$ cat src/rtl/clk_div_pkg.sv
// -----------------------------------------------------------------------------
// clk_div_pkg
// Shared types and constants for the programmable clock divider controller.
//   state_e   : controller FSM state (IDLE / PENDING)
//   CLK_IN_HZ : nominal input clock frequency
//   DIV_60HZ  : divisor giving ~60 Hz from CLK_IN_HZ
//   DIV_MIN   : smallest divisor the controller will accept
// -----------------------------------------------------------------------------
package clk_div_pkg;

    typedef enum logic {
        IDLE    = 1'b0,
        PENDING = 1'b1
    } state_e;

    localparam int unsigned CLK_IN_HZ = 4_000_000;
    localparam int unsigned DIV_60HZ  = 66666;
    localparam int unsigned DIV_MIN   = 2;

endpackage : clk_div_pkg

$ cat src/rtl/div_counter.sv
// -----------------------------------------------------------------------------
// div_counter
// Divide counter holding the active divisor. Counts 0 .. div-1 while enabled,
// is parked at 0 while disabled, and takes a new divisor on load (which also
// restarts the period at 0).
// Ports:
//   clk_in     : system clock
//   rst        : synchronous active-high reset
//   en         : run enable; low forces the count to 0 on the next edge
//   load       : replace the active divisor with load_div, restart period
//   load_div   : divisor to load
//   tick       : high on the last cycle of each period (only while en)
//   clk_out    : divided clock, low for floor(div/2), high for ceil(div/2)
//   active_div : divisor currently in use
// -----------------------------------------------------------------------------
module div_counter #(
    parameter int unsigned WIDTH       = 19,
    parameter int unsigned DIV_DEFAULT = 66666
) (
    input  logic             clk_in,
    input  logic             rst,
    input  logic             en,
    input  logic             load,
    input  logic [WIDTH-1:0] load_div,
    output logic             tick,
    output logic             clk_out,
    output logic [WIDTH-1:0] active_div
);

    logic [WIDTH-1:0] count_q, count_d;
    logic [WIDTH-1:0] div_q,   div_d;
    logic [WIDTH-1:0] last_count;

    // div_q is always >= 2, so div_q - 1 cannot wrap.
    assign last_count = div_q - WIDTH'(1);
    assign tick       = en && (count_q == last_count);
    // Pure decode of registered state; the half-period threshold is a shift.
    assign clk_out    = (count_q >= (div_q >> 1));
    assign active_div = div_q;

    always_comb begin
        count_d = count_q;
        div_d   = div_q;
        if (load) begin
            div_d   = load_div;
            count_d = '0;
        end else if (!en) begin
            count_d = '0;
        end else if (tick) begin
            count_d = '0;
        end else begin
            count_d = count_q + WIDTH'(1);
        end
    end

    always_ff @(posedge clk_in) begin
        if (rst) begin
            count_q <= '0;
            div_q   <= WIDTH'(DIV_DEFAULT);
        end else begin
            count_q <= count_d;
            div_q   <= div_d;
        end
    end

endmodule : div_counter

$ cat src/rtl/clk_div_ctrl.sv
// -----------------------------------------------------------------------------
// clk_div_ctrl
// Run-time controller for the programmable clock divider. Accepts new divisors
// over a valid/ready handshake, rejects divisors below DIV_MIN, and applies an
// accepted divisor only at a period boundary so clk_out never glitches.
// Ports:
//   clk_in     : system clock
//   rst        : synchronous active-high reset
//   en         : run enable; low stops and holds the divider at count 0
//   cfg_div    : requested divisor
//   cfg_valid  : request valid
//   cfg_ready  : controller can accept a request (IDLE and not in reset)
//   cfg_err    : one-cycle pulse, the cycle after a rejected request
//   clk_out    : divided clock
//   tick       : one-cycle pulse on the last cycle of each period
//   active_div : divisor currently in use
//   busy       : an accepted divisor is waiting for the period boundary
// -----------------------------------------------------------------------------
module clk_div_ctrl #(
    parameter int unsigned WIDTH       = 19,
    parameter int unsigned DIV_DEFAULT = clk_div_pkg::DIV_60HZ,
    parameter int unsigned DIV_MIN     = clk_div_pkg::DIV_MIN
) (
    input  logic             clk_in,
    input  logic             rst,
    input  logic             en,
    input  logic [WIDTH-1:0] cfg_div,
    input  logic             cfg_valid,
    output logic             cfg_ready,
    output logic             cfg_err,
    output logic             clk_out,
    output logic             tick,
    output logic [WIDTH-1:0] active_div,
    output logic             busy
);

    import clk_div_pkg::*;

    localparam logic [WIDTH-1:0] DIV_MIN_W = WIDTH'(DIV_MIN);

    state_e           state_q, state_d;
    logic [WIDTH-1:0] pend_q,  pend_d;
    logic             err_q,   err_d;
    logic             load;

    // Apply on the wrap cycle; when disabled the counter is already parked
    // at 0, so the pending value can go in on the very next edge.
    assign load      = (state_q == PENDING) && (tick || !en);
    assign cfg_ready = !rst && (state_q == IDLE);
    assign busy      = (state_q == PENDING);
    assign cfg_err   = err_q;

    always_comb begin
        state_d = state_q;
        pend_d  = pend_q;
        err_d   = 1'b0;
        case (state_q)
            IDLE: begin
                if (cfg_valid) begin
                    if (cfg_div < DIV_MIN_W) begin
                        err_d = 1'b1;
                    end else begin
                        pend_d  = cfg_div;
                        state_d = PENDING;
                    end
                end
            end
            PENDING: begin
                if (load) begin
                    state_d = IDLE;
                end
            end
            default: state_d = IDLE;
        endcase
    end

    always_ff @(posedge clk_in) begin
        if (rst) begin
            state_q <= IDLE;
            pend_q  <= '0;
            err_q   <= 1'b0;
        end else begin
            state_q <= state_d;
            pend_q  <= pend_d;
            err_q   <= err_d;
        end
    end

    div_counter #(
        .WIDTH       (WIDTH),
        .DIV_DEFAULT (DIV_DEFAULT)
    ) u_div_counter (
        .clk_in     (clk_in),
        .rst        (rst),
        .en         (en),
        .load       (load),
        .load_div   (pend_q),
        .tick       (tick),
        .clk_out    (clk_out),
        .active_div (active_div)
    );

endmodule : clk_div_ctrl

$ cat config.mk
export PLATFORM = sky130hd
export DESIGN_NAME = clk_div_ctrl
export DESIGN_NICKNAME = d
export VERILOG_FILES = /design/src/rtl/clk_div_pkg.sv /design/src/rtl/div_counter.sv /design/src/rtl/clk_div_ctrl.sv
export SDC_FILE = /design/constraint.sdc
export NUM_CORES = 1
export LEC_CHECK = 0
export BUFFER_PORTS_ARGS = -buffer_cell sky130_fd_sc_hd__buf_2
export CAP_MARGIN = 20
export CELL_PAD_IN_SITES_DETAIL_PLACEMENT = 2
export CELL_PAD_IN_SITES_GLOBAL_PLACEMENT = 2
export CORE_ASPECT_RATIO = 1.2
export CORE_MARGIN = 5
export CORE_UTILIZATION = 35
export DETAILED_ROUTE_END_ITERATION = 8
export GPL_ROUTABILITY_DRIVEN = 0
export PLACE_DENSITY = 0.75
export REMOVE_ABC_BUFFERS = 1
export SETUP_SLACK_MARGIN = 0.2
export SLEW_MARGIN = 20
export SYNTH_ARGS = -nofsm -noshare
export SYNTH_HDL_FRONTEND = slang
export SYNTH_HIERARCHICAL = 1
export SYNTH_SLANG_ARGS = --single-unit
export TNS_END_PERCENT = 5
$ cat constraint.sdc
create_clock -name clk_in -period 4.96 [get_ports clk_in]
set_clock_uncertainty 0.15 [all_clocks]
set_input_delay 0.496 -clock clk_in [delete_from_list [all_inputs] [get_ports clk_in]]
set_output_delay 0.496 -clock clk_in [all_outputs]
set_load 0.02 [all_outputs]
; Yosys cells after proc, flatten, opt, wreduce, memory -nomap -nowiden
; Index checks and enable logic that the tools add are counted.
[totals]
out_inout_bits = 24
elab_cells = 28
reg_bits = 59
[classes]
eq_ne = 1
n_reduce_logical = 9
n_addsub = 2
bitwise_logic = 4
muxes = 5
n_lt_le_gt_ge = 2
[op_table]
columns = cell, count
row1 = 19-bit by 1-bit adder with 19-bit output (second input constant), 1
row2 = 19-bit equality test, 1
row3 = 19-bit by 18-bit >= comparator with 1-bit output, 1
row4 = 19-bit by 2-bit < comparator with 1-bit output (second input constant), 1
row5 = 19-bit by 1-bit subtractor with 19-bit output (second input constant), 1
row6 = 1-bit 2-to-1 mux, 4
row7 = 1-bit inverter, 4
row8 = 4-bit OR reduction, 1
row9 = 1-bit logical AND, 3
row10 = 3-bit AND reduction, 1
row11 = 3-bit OR reduction, 1
row12 = 1-bit zero test, 2
row13 = 1-bit case mux with 2 select lines, 1
row14 = 1-bit logical OR, 1

; Logic depth before layout (Yosys ltp)
[depth]
depth_word = 7
ltp_mapped = 14
mapped_depth_nobuf = 11

; By module
; The synthesis kept the hierarchy.
[modules_own_cells]
columns = module, area_each_um2, seq_area_each_um2, instances, cells_per_inst
row1 = div_counter, 2657.5, 760.7, 1, 304
row2 = clk_div_ctrl, 1038.5, 420.4, 1, 122

; Worst setup path after synthesis
; No wires, ideal clock.
[synth_path]
kind = reg-to-reg
start = reg u_div_counter.div_q[1] (netlist: u_div_counter/active_div[1])
end = reg u_div_counter.count_q[12]
path_buffers = 3
path_stages_with_launch = 15
required_ns = 4.672
setup_slack_ns = 0.626
arrival_ns = 4.046
cell_sequence = dfxtp_1 -> inv_1 -> ha_1 -> or3b_2 -> or4_1 -> o21ai_1 -> nand4_1 -> nor4_4 -> buf_6 -> inv_1 -> a21boi_0 -> clkbuf_1 -> nand3b_1 -> clkbuf_1 -> nor3_2
[synth_between]
elab_chain_len = 6
[synth_rtl]
columns = item, line_no
row1 = from (decl), div_counter.sv:31  ; logic [WIDTH-1:0] div_q, div_d;
row2 = from (signal assigned), div_counter.sv:59  ; div_q <= WIDTH'(DIV_DEFAULT);
row3 = from (signal assigned), div_counter.sv:62  ; div_q <= div_d;
row4 = 19-bit by 1-bit subtractor with 19-bit output, div_counter.sv:35  ; assign last_count = div_q - WIDTH'(1);
row5 = 19-bit equality test, div_counter.sv:36  ; assign tick = en && (count_q == last_count);
row6 = 1-bit logical AND, div_counter.sv:36
row7 = named net tick, clk_div_ctrl.sv:32  ; output logic tick,
row8 = 1-bit logical OR, clk_div_ctrl.sv:48  ; assign load = (state_q == PENDING) && (tick || !en);
row9 = 1-bit logical AND, clk_div_ctrl.sv:48
row10 = named net load, clk_div_ctrl.sv:44  ; logic load;
row11 = 4-bit OR reduction (no source line), n/a
row12 = to (signal assigned), div_counter.sv:61  ; count_q <= count_d;
row13 = to (decl), div_counter.sv:30  ; logic [WIDTH-1:0] count_q, count_d;
; The timed path passes the listed nets, and every way through them passes these cells.
; A chain may end at the register's enable or synchronous reset.

; Worst setup path in the final report
[layout_path]
start = reg u_div_counter.div_q[0] (netlist: u_div_counter/active_div[0])
end = out tick
[layout_between]
elab_chain_len = 3
[layout_rtl]
columns = item, line_no
row1 = 19-bit by 1-bit subtractor with 19-bit output, div_counter.sv:35
row2 = 19-bit equality test, div_counter.sv:36
row3 = 1-bit logical AND, div_counter.sv:36
row4 = to (decl), clk_div_ctrl.sv:32
; No other way between the ends.

==> results.py <==
metrics = {
    "drt": {
        "ant_nets": 0,
        "vias": 3307,
        "viasPerCell": 5.57,
        "dr.first_iter.drc_count": 94,
        "drc": 0,
        "first_pass_iters": 4,
        "wl_per_cell_um": 18.8,
        "drt_wl_total_mm": 11.2,
    },
    "synthesis": {
        "yosys_register_bits": 59,
        "ys_async_sr_fraction_pct": 0,
        "synth-edff-count": 0,
        "synth_area_mm2": 0.00370,
        "muxShareOfSynthArea_pct": 4.06,
        "synth_ff_type": "dfxtp_1",
        "synth_area_leaders": "dfxtp_1, ha_1, nor3_2",
        "synthTopCellsByCount": "dfxtp_1, nor2_1, inv_1",
        "synth_top_cell_by_area": "dfxtp_1",
        "synth_cell_types": 54,
        "yosysSeqAreaShare_pct": 32.0,
        "synth-simple-area-share_pct": 28.0,
        "synth_top_area_share_pct": 32.0,
        "synth_top_family_by_area": "simple AND/OR/NAND/NOR gates",
        "synthCells": 426,
        "avgSynthCellArea_um2": 8.68,
        "yosysMostFrequentCell": "dfxtp_1",
        "synthAdderAreaFrac_pct": 6.77,
        "yosys_warnings": 6,
        "post_synth_xor_area_fraction_pct": 9.48,
        "synth-compound-area-share_pct": 13.6,
    },
    "layout": {
        "fillers": 1213,
        "drive_gt1_share_pct": 21.5,
        "seq_area_mm2": 0.00118,
        "n_antenna_cell": 0,
        "multiInputGateArea_mm2": 0.00230,
        "fin_nets": 504,
        "area_growth_pct": 15.3,
    },
    "clocking": {
        "clock-sinks": 59,
        "cts_setup_buffers": 0,
        "cts_buffer_depth": 2,
        "cts_root_buf": "clkbuf_16",
        "ctsHoldBuffers": 0,
        "cts_made_buffers": 9,
        "clock_latency_ns": 0.33,
        "cts_tree": "done",
        "clkTransAtPathRegs_ns": 0.05,
        "cts_resized": 0,
        "cts-htree-levels": 3,
    },
    "power": {
        "p_per_area_mw_per_mm2": 281,
        "peakVddDrop_v": 0.000141,
        "leakagePower_nw": 1.64,
        "power_mw": 1.20,
    },
    "timing": {
        "slew_viol_final": 0,
        "tightest_slew_ns": 0.701,
        "finalCriticalPeriod_ns": 4.00,
        "timing.setup.tns_ns": 0,
        "slew_headroom_pct": 52.8,
        "setup_viol": 0,
        "rsz0062_at_grt": "false",
        "hold_viol_final": 0,
        "final.period_utilization_pct": 80.7,
        "max_freq_mhz": 250,
        "setup_ws_ns": 0.960,
    },
    "global_routing": {
        "antenna_found_initial": 0,
        "overflow": 0,
        "grtUsageTotal_pct": 18.1,
        "grt_max_degree": 31,
        "grt_pass1_vias": 3610,
        "grt_pass1_wl_mm": 18.4,
    },
    "critical_path": {
        "cp_slowest_stage_delay_ns": 0.54,
        "slowest_stage": "or4_1",
        "cp-end-kind": "primary output",
        "cp_num_buf_inv": 3,
        "critPathLaunchType": "flop",
        "crit_family": "simple AND/OR/NAND/NOR gates",
        "crit_type": "flop to primary output",
        "critPathRequiredTime_ns": 4.31,
        "critical_path_arrival_ns": 3.35,
        "crit_chain": "inv_1, ha_1, or3b_2, or4_1, o21ai_1, nand4_1, nor4_4, buf_4, buf_2",
        "worstPathMaxFanout": 20,
    },
    "floorplanning": {
        "dieWidth_um": 104,
        "coreArea_mm2": 0.0104,
        "die_y_um": 123,
        "rows": 41,
        "dieArea_mm2": 0.0127,
        "io_pins": 47,
        "initial_utilization_pct": 35.5,
    },
    "placed_design": {
        "io_buffers": 46,
        "place_ws_ns": 1.07,
        "place_hpwl_mm": 8.51,
    },
    "worst_hold_path": {
        "hold_path_class": "primary input to flop",
    },
    "outcome": {
        "status": "finished clean",
    },
    "job": {
        "maxCapViolCount": 0,
    },
}
==> layout by cell type, fill, tap and decap left out, types with 16 or more instances in the layout <==
cell type  Yosys  routed
buf_2          4      46
dfxtp_1       59      59
ha_1          20      20
inv_1         26      26
nand2_1       24      24
nor2_1        40      40
nor3_1        16      16
nor3_2        25      25
xnor2_1       19      19
xor2_1        21      21
==> power by group <==
group / switching [mW] / internal, mW
sequential: 0.0180 / 0.491
clock: 0.224 / 0.347
combinational: 0.0724 / 0.0464
total: 0.314 / 0.884
==> flip-flops by register name (all words and copies together), names as in the netlist <==
register,flops
u_div_counter/count_q,19
u_div_counter/active_div,19
pend_q,19
cfg_err,1
busy,1
==> cell type report <==
class	instances	area share, %
Sequential cell	59	27.7
Tap cell	129	3.79
Timing Repair Buffer	49	5.93
Clock inverter	4	0.646
Inverter	26	2.29
Clock buffer	11	5.69
Multi-Input combinational cell	316	53.9
==> worst paths after layout <==
path / from / to / slack, ns / cells after the start
worst min-delay path: cfg_div[13] / pend_q[13] / 0.27 / 2
worst min register to register: pend_q[10] / u_div_counter/active_div[10] / 0.34 / 2
worst max-delay path: u_div_counter/active_div[0] / tick / 0.96 / 9
worst max register to register: u_div_counter/active_div[0] / u_div_counter/active_div[17] / 1.04 / 12
==> metal layers <==
layer / GRT usage, % / up-vias / share of wire, %
li1: - / 1609 / -
met1: 20.0 / 1640 / 43
met2: 34.3 / 44 / 53
met3: 3.21 / 14 / 2.3
met4: 7.53 / 0 / 1.8
met5: 0 / - / 0
==> stage by stage <==
stage / area (µm²) / util (%) / hold WS, ns / cells
floorplan: 3570 / - / 0.296 / 401
global placement: 3990 / 38.3 / 0.314 / 579
detailed placement: 3990 / 38.3 / 0.320 / 579
CTS: 4260 / 40.9 / 0.262 / 594
global route: 4260 / 40.9 / 0.274 / 594
finish: 4260 / 40.9 / 0.271 / 594
==> logic make-up (layout without fill, tap and decap cells) <==
| family | Yosys count | in the layout |
|---|---|---|
| flip-flops | 59 | 59 |
| AO/OA/AOI/OAI | 69 | 69 |
| buffers and inverters | 51 | 90 |
| adder cells (fa/ha/maj) | 20 | 20 |
| multiplexers | 15 | 15 |
| AND/OR/NAND/NOR | 172 | 172 |
| XOR/XNOR | 40 | 40 |
Power figures use the tool's default switching activity.
